==> config.mk <==
export PLATFORM = sky130hd
export DESIGN_NAME = instr_stream_encoder
export DESIGN_NICKNAME = d
export VERILOG_FILES = /design/src/rtl/instr_stream_encoder_pkg.sv /design/src/rtl/instr_stream_encoder_fifo.sv /design/src/rtl/instr_stream_encoder.sv
export SDC_FILE = /design/constraint.sdc
export NUM_CORES = 1
export LEC_CHECK = 0
export CAP_MARGIN = 25
export CELL_PAD_IN_SITES_DETAIL_PLACEMENT = 0
export CELL_PAD_IN_SITES_GLOBAL_PLACEMENT = 1
export CORE_MARGIN = 3
export CORE_UTILIZATION = 38
export CTS_CLUSTER_DIAMETER = 120
export DETAILED_ROUTE_END_ITERATION = 16
export GPL_ROUTABILITY_DRIVEN = 0
export PLACE_DENSITY_LB_ADDON = 0.1
export SLEW_MARGIN = 20
export SYNTH_ARGS = -nofsm -noshare
export SYNTH_HDL_FRONTEND = slang
export SYNTH_SLANG_ARGS = --single-unit
==> constraint.sdc <==
create_clock -name CLK -period 2.4 [get_ports CLK]
set_input_delay 0.6 -clock CLK [delete_from_list [all_inputs] [get_ports CLK]]
set_output_delay 0.6 -clock CLK [all_outputs]
set_load 0.005 [all_outputs]
==> src/rtl/instr_stream_encoder_pkg.sv <==
// instr_stream_encoder_pkg: ALU op codes, MIPS opcode/funct constants and encoder state encoding
package instr_stream_encoder_pkg;
    typedef enum logic [3:0] {
        ALU_ADD  = 4'd0,
        ALU_ADDU = 4'd1,
        ALU_SUB  = 4'd2,
        ALU_SUBU = 4'd3,
        ALU_AND  = 4'd4,
        ALU_OR   = 4'd5,
        ALU_XOR  = 4'd6,
        ALU_SLL  = 4'd7,
        ALU_SRL  = 4'd8,
        ALU_SRA  = 4'd9,
        ALU_NOP  = 4'd15
    } aluop_t;
    typedef enum logic [2:0] {S_IDLE, S_RUN, S_DRAIN, S_TERM, S_DONE} state_t;
    localparam logic [5:0] OP_RTYPE = 6'b000000;
    localparam logic [5:0] OP_ADDI  = 6'b001000;
    localparam logic [5:0] OP_ADDIU = 6'b001001;
    localparam logic [5:0] OP_ANDI  = 6'b001100;
    localparam logic [5:0] OP_ORI   = 6'b001101;
    localparam logic [5:0] OP_XORI  = 6'b001110;
    localparam logic [5:0] F_ADD    = 6'b100000;
    localparam logic [5:0] F_ADDU   = 6'b100001;
    localparam logic [5:0] F_SUB    = 6'b100010;
    localparam logic [5:0] F_SUBU   = 6'b100011;
    localparam logic [5:0] F_AND    = 6'b100100;
    localparam logic [5:0] F_OR     = 6'b100101;
    localparam logic [5:0] F_XOR    = 6'b100110;
    localparam logic [5:0] F_SLL    = 6'b000000;
    localparam logic [5:0] F_SRL    = 6'b000010;
    localparam logic [5:0] F_SRA    = 6'b000011;
    typedef struct packed {
        logic        ok;
        logic [31:0] word;
    } enc_t;
endpackage

==> src/rtl/instr_stream_encoder_fifo.sv <==
// sync_fifo: power-of-two circular buffer with occupancy count, async active-low reset
module sync_fifo #(
    parameter int DEPTH = 4,
    parameter int W     = 32
) (
    input  logic                   clk,
    input  logic                   rst_n,
    input  logic                   push,
    input  logic                   pop,
    input  logic [W-1:0]           din,
    output logic [W-1:0]           dout,
    output logic [$clog2(DEPTH):0] count,
    output logic                   full,
    output logic                   empty
);
    localparam int AW = $clog2(DEPTH);
    logic [W-1:0]  mem [DEPTH];
    logic [AW-1:0] wp, rp;
    assign dout  = mem[rp];
    assign full  = count == (AW+1)'(DEPTH);
    assign empty = count == '0;
    always_ff @(posedge clk)
        if (push) mem[wp] <= din;
    always_ff @(posedge clk or negedge rst_n)
        if (!rst_n) begin
            wp    <= '0;
            rp    <= '0;
            count <= '0;
        end else begin
            if (push) wp <= wp + 1'b1;
            if (pop) rp <= rp + 1'b1;
            count <= count + (AW+1)'(push) - (AW+1)'(pop);
        end
endmodule

==> src/rtl/instr_stream_encoder.sv <==
// instr_stream_encoder: encodes ALU requests into MIPS words and streams them into imem
module instr_stream_encoder
    import instr_stream_encoder_pkg::*;
#(
    parameter int ADDR_W  = 32,
    parameter int DEPTH   = 4,
    parameter bit TERM_EN = 1'b1
) (
    input  logic              CLK,
    input  logic              Reset_L,
    input  logic              start,
    input  logic [ADDR_W-1:0] base_addr,
    input  logic              finish,
    input  logic              req_valid,
    output logic              req_ready,
    input  logic [3:0]        req_aluop,
    input  logic              req_imm_sel,
    input  logic [4:0]        req_rs,
    input  logic [4:0]        req_rt,
    input  logic [4:0]        req_rd,
    input  logic [4:0]        req_shamt,
    input  logic [15:0]       req_imm,
    output logic              imem_we,
    output logic [ADDR_W-1:0] imem_addr,
    output logic [31:0]       imem_wdata,
    input  logic              imem_ready,
    output logic              done,
    output logic              err_sticky,
    output logic [7:0]        err_cnt,
    output logic              addr_wrap
);
    function automatic enc_t encode(input logic [3:0] op, input logic isel, input logic [4:0] rs,
                                    input logic [4:0] rt, input logic [4:0] rd, input logic [4:0] sh,
                                    input logic [15:0] imm);
        enc_t       e;
        logic [5:0] code;
        logic       shift;
        e.ok  = 1'b1;
        code  = '0;
        shift = 1'b0;
        if (isel) begin
            case (op)
                ALU_ADD:  code = OP_ADDI;
                ALU_ADDU: code = OP_ADDIU;
                ALU_AND:  code = OP_ANDI;
                ALU_OR:   code = OP_ORI;
                ALU_XOR:  code = OP_XORI;
                default:  e.ok = 1'b0;
            endcase
            e.word = {code, rs, rt, imm};
        end else begin
            case (op)
                ALU_ADD:  code = F_ADD;
                ALU_ADDU: code = F_ADDU;
                ALU_SUB:  code = F_SUB;
                ALU_SUBU: code = F_SUBU;
                ALU_AND:  code = F_AND;
                ALU_OR:   code = F_OR;
                ALU_XOR:  code = F_XOR;
                ALU_SLL:  begin code = F_SLL; shift = 1'b1; end
                ALU_SRL:  begin code = F_SRL; shift = 1'b1; end
                ALU_SRA:  begin code = F_SRA; shift = 1'b1; end
                default:  e.ok = 1'b0;
            endcase
            e.word = {OP_RTYPE, shift ? 5'd0 : rs, rt, rd, shift ? sh : 5'd0, code};
        end
        return e;
    endfunction

    state_t                   state, state_n;
    enc_t                     enc;
    logic                     accept, push, pop, wr, full, empty;
    logic [31:0]              head;
    logic [$clog2(DEPTH):0]   count;
    logic [ADDR_W:0]          addr_sum;

    assign enc       = encode(req_aluop, req_imm_sel, req_rs, req_rt, req_rd, req_shamt, req_imm);
    assign req_ready = state == S_RUN && !full;
    assign accept    = req_valid && req_ready;
    assign push      = accept && enc.ok;
    assign imem_we   = ((state == S_RUN || state == S_DRAIN) && !empty) || state == S_TERM;
    assign imem_wdata = (imem_we && state != S_TERM) ? head : 32'd0;
    assign wr        = imem_we && imem_ready;
    assign pop       = wr && state != S_TERM;
    assign addr_sum  = {1'b0, imem_addr} + (ADDR_W+1)'(4);
    assign done      = state == S_DONE;

    sync_fifo #(.DEPTH(DEPTH), .W(32)) u_fifo (
        .clk   (CLK),
        .rst_n (Reset_L),
        .push  (push),
        .pop   (pop),
        .din   (enc.word),
        .dout  (head),
        .count (count),
        .full  (full),
        .empty (empty)
    );

    always_comb begin
        state_n = state;
        case (state)
            S_IDLE:  state_n = start ? S_RUN : S_IDLE;
            S_RUN:   state_n = finish ? S_DRAIN : S_RUN;
            S_DRAIN: state_n = count != '0 ? S_DRAIN : (TERM_EN ? S_TERM : S_DONE);
            S_TERM:  state_n = imem_ready ? S_DONE : S_TERM;
            default: state_n = S_IDLE;
        endcase
    end

    always_ff @(posedge CLK or negedge Reset_L)
        if (!Reset_L) begin
            state      <= S_IDLE;
            imem_addr  <= '0;
            err_sticky <= 1'b0;
            err_cnt    <= '0;
            addr_wrap  <= 1'b0;
        end else begin
            state <= state_n;
            if (state == S_IDLE && start) begin
                imem_addr  <= base_addr;
                err_sticky <= 1'b0;
                err_cnt    <= '0;
                addr_wrap  <= 1'b0;
            end else begin
                if (wr) begin
                    imem_addr <= addr_sum[ADDR_W-1:0];
                    if (addr_sum[ADDR_W]) addr_wrap <= 1'b1;
                end
                if (accept && !enc.ok) begin
                    err_sticky <= 1'b1;
                    err_cnt    <= err_cnt + {7'd0, err_cnt != 8'hFF};
                end
            end
        end
endmodule

==> impl_results.md <==
* H-tree depth at 4
* Leak at 0.004085 uW
* Grt ovf at 0
* Final WL at 18.28 mm
* Skew-Pair Late Insertion Delay at 0.42 ns
* Pins Over Slew Limit at 0
* CP max-delay cell: mux4_2
* # fillers at 1,692
* Routed Antenna Nets at 0
* Clk buf depth at 2
* Via density at 4.986
* Worst Hold Class: in -> async
* GRT Total Usage at 0.1703
* Post-synth EDFFs at 120
* Drc violations at 0
* Final core utilization at 0.5519
* Syn-to-layout area delta at 40.39%
* Top cell type by total area after synthesis: edfxtp_1
* Num CTS Buffers at 17
* Reg-to-Reg Start: state[1]
* WP data arrival at 1.95 ns
* Library cells used by synthesis at 50
* Worst path top cell family by delay: multiplexers
* Layout net count at 871
* Cell Pwr Density at 1131 mW/mm^2
* Most common cell in the netlist: edfxtp_1
* Worst path most repeated cell: buf_12
* Fmax at 392.9 MHz
* Fin crit share at 1.060
* Initial antenna violation count at 0
* Core area at 0.01978 mm^2
* Synth Register Bits at 172
* DR pass1 iterations at 4
* CP endpoint kind: output pin
* CP Launch Point: u_fifo.rp[0]
* Crit path buffers/inverters at 4
* Avg WL per Cell at 17.26 um
* Met3 Wirelength at 976 um
* DR WL met2 at 8.949 mm
* Die area at 0.02222 mm^2
* Starting Density at 0.3931
* Top-level port count at 156
* M1 WL at 8.023 mm
* FP Rows at 51
* Synth warn at 0
* CP peak stage delay at 0.49 ns
* Sink Count at 172
* Hold_buf cts at 0
* Worst Slack Setup Final at -0.1452 ns
* Sequential cell area at 0.004906 mm^2
* Register area share after synthesis at 0.6307
* CTS tree: done
* Avg Cell Area, Syn at 13.64 um^2
* Die Span X at 149.1 um
* Synth area leaders: edfxtp_1 (46%), dfrtp_1 (17%), mux4_2 (8.7%)
* Final setup violation count at 30
* Cell Chain, Critical Path: buf_12 > buf_8 > buf_12 > mux4_2 > nor2b_4 > buf_2
* Yosys top cell area share at 0.4634
* Syn Inst Count at 570
* DP HPWL at 12.62 mm
* Syn Std Cell Area at 0.007776 mm^2
* FFs w/ async S/R, synth at 0.3023
* Max VDD drop at 0.0005986 V
* Die height at 149.1 um
* Req. time, crit path at 1.80 ns
* Largest net degree at the start of global routing at 59
* Fin crit period at 2.545 ns
* Max Cap Viol at 0
* Worst Setup Path Type: reg -> out
* Multi-input gate area at 0.002848 mm^2
* CTS root buf: clkbuf_16
* Hold WS at 0.1122 ns
* Worst Path Max Fanout at 4
* Layout cells sized above 1 at 0.2582
* Violated checks: setup timing
* Synth cell count leaders: edfxtp_1 (120), nand2_1 (64), dfrtp_1 (52)
* Top_reg_cell synth: edfxtp_1
* DR top layer: met4
* PortBufs at 153
* Worst Setup Start Kind: flip-flop
* Starting DRT DRC Count at 260
* Final Hold Fails at 0
* Clk slew on worst S/H paths at 0.07 ns
* Clock skew at 0.01127 ns
* RSZ-0062 raised after global routing: yes
* Number of global-route vias before repair at 5,569
* Ant diodes at 0
* First-pass GRT wire length at 29.41 mm
* Status: finished with violations
* Via count at 5,280
==> cell type report <==
class | count | area share
flip-flops and latches | 172 | 0.4494
multi-input cells | 352 | 0.2609
repair buffers | 224 | 0.1962
clock buffers | 18 | 0.03931
well taps | 265 | 0.03037
clock inverters | 13 | 0.01868
inverters | 15 | 0.005158
==> worst reg2reg max path, delay by kind of cell (launching register included) <==
family,cells,cell delay (ns)
adders and majority gates,3,0.67
and+or+nand+nor,2,0.44
DFF,1,0.40
xor gates and xnor gates,3,0.39
buffers and inverters,2,0.20
==> logic make-up (layout without fill, tap and decap cells) <==
| kind of cell | Yosys count | after routing | synth area share |
|---|---|---|---|
| xor gates and xnor gates | 34 | 34 | 0.03830 |
| muxes | 41 | 41 | 0.1022 |
| DFF | 172 | 172 | 0.6307 |
| and+or+nand+nor | 203 | 203 | 0.1376 |
| buffers and inverters | 47 | 270 | 0.02574 |
| other | 1 | 2 | 0.0004822 |
| AOI/OAI and AO/OA | 62 | 62 | 0.04795 |
| adders and majority gates | 10 | 10 | 0.01706 |
==> report_power, final <==
group / switching, uW / internal (uW)
Sequential: 479 / 3690
Combinational: 2180 / 3060
Clock: 1170 / 1770
Total: 3830 / 8510
==> path summary, 6_finish.rpt <==
path / end / slack, ns / depth (start not counted)
max: imem_wdata[18] / -0.15 / 6
min: err_cnt[4] / 0.11 / 1
max reg2reg: u_fifo.count[2] / 0.17 / 10
min reg2reg: err_cnt[4] / 0.49 / 1
max in group asynchronous: state[0] / 1.77 / 2
min in group CLK: err_cnt[4] / 0.49 / 1
==> cell usage in the layout, fill, tap and decap left out, types with 4 or more instances in the layout <==
cell type	instances
nor2b_1	21
a21oi_1	7
inv_6	6
mux2_2	7
nand3_1	7
bufinv_16	4
buf_6	10
dfrtp_1	51
buf_4	44
mux2i_1	4
xnor2_1	27
buf_12	15
nor2b_4	16
and2_2	4
nand2_1	64
inv_1	15
and3_1	7
nor2_1	20
nor3_1	11
and2_1	8
buf_2	32
nand4_1	10
mux4_2	30
edfxtp_1	120
a31oi_1	6
a22o_1	5
clkdlybuf4s50_1	119
ha_1	9
clkbuf_16	17
xor2_1	6
o21ai_0	31
nor4_1	9
==> per-stage QoR <==
| stage | cell area [um^2] | total power, uW | cells | TNS, ns | worst slack (ns) |
|---|---|---|---|---|---|
| floorplan | 7785 | 6364 | 571 | 0 | 0.07375 |
| global placement | 10040 | 8974 | 1010 | -26.50 | -0.3011 |
| detailed placement | 10040 | 9015 | 1010 | -29.27 | -0.3355 |
| CTS | 10870 | 12380 | 1060 | -3.762 | -0.1739 |
| global route | 10920 | 13100 | 1059 | -4.390 | -0.2204 |
| finish | 10920 | 12340 | 1059 | -2.156 | -0.1452 |
==> registers in the layout (all words and copies together), names as in the netlist <==
name and count:
u_fifo.mem 120, imem_addr 32, err_cnt 8, state 3, u_fifo.count 3, u_fifo.rp 2, u_fifo.wp 2, addr_wrap 1
err_sticky 1
==> metal layers <==
layer | vias to the layer above | track usage
met1 | 2603 | 0.2246
met3 | 21 | 0.04163
met4 | 0 | 0.05584
met2 | 140 | 0.2788
met5 | - | 0
li1 | 2516 | -
==> what timing repair did <==
action	CTS	global route
pin swaps	2	1
resized for setup	158	18
gates cloned	1	0
setup endpoints to repair	34	32
buffers inserted	19	1
(Power assumes the default switching activity.)
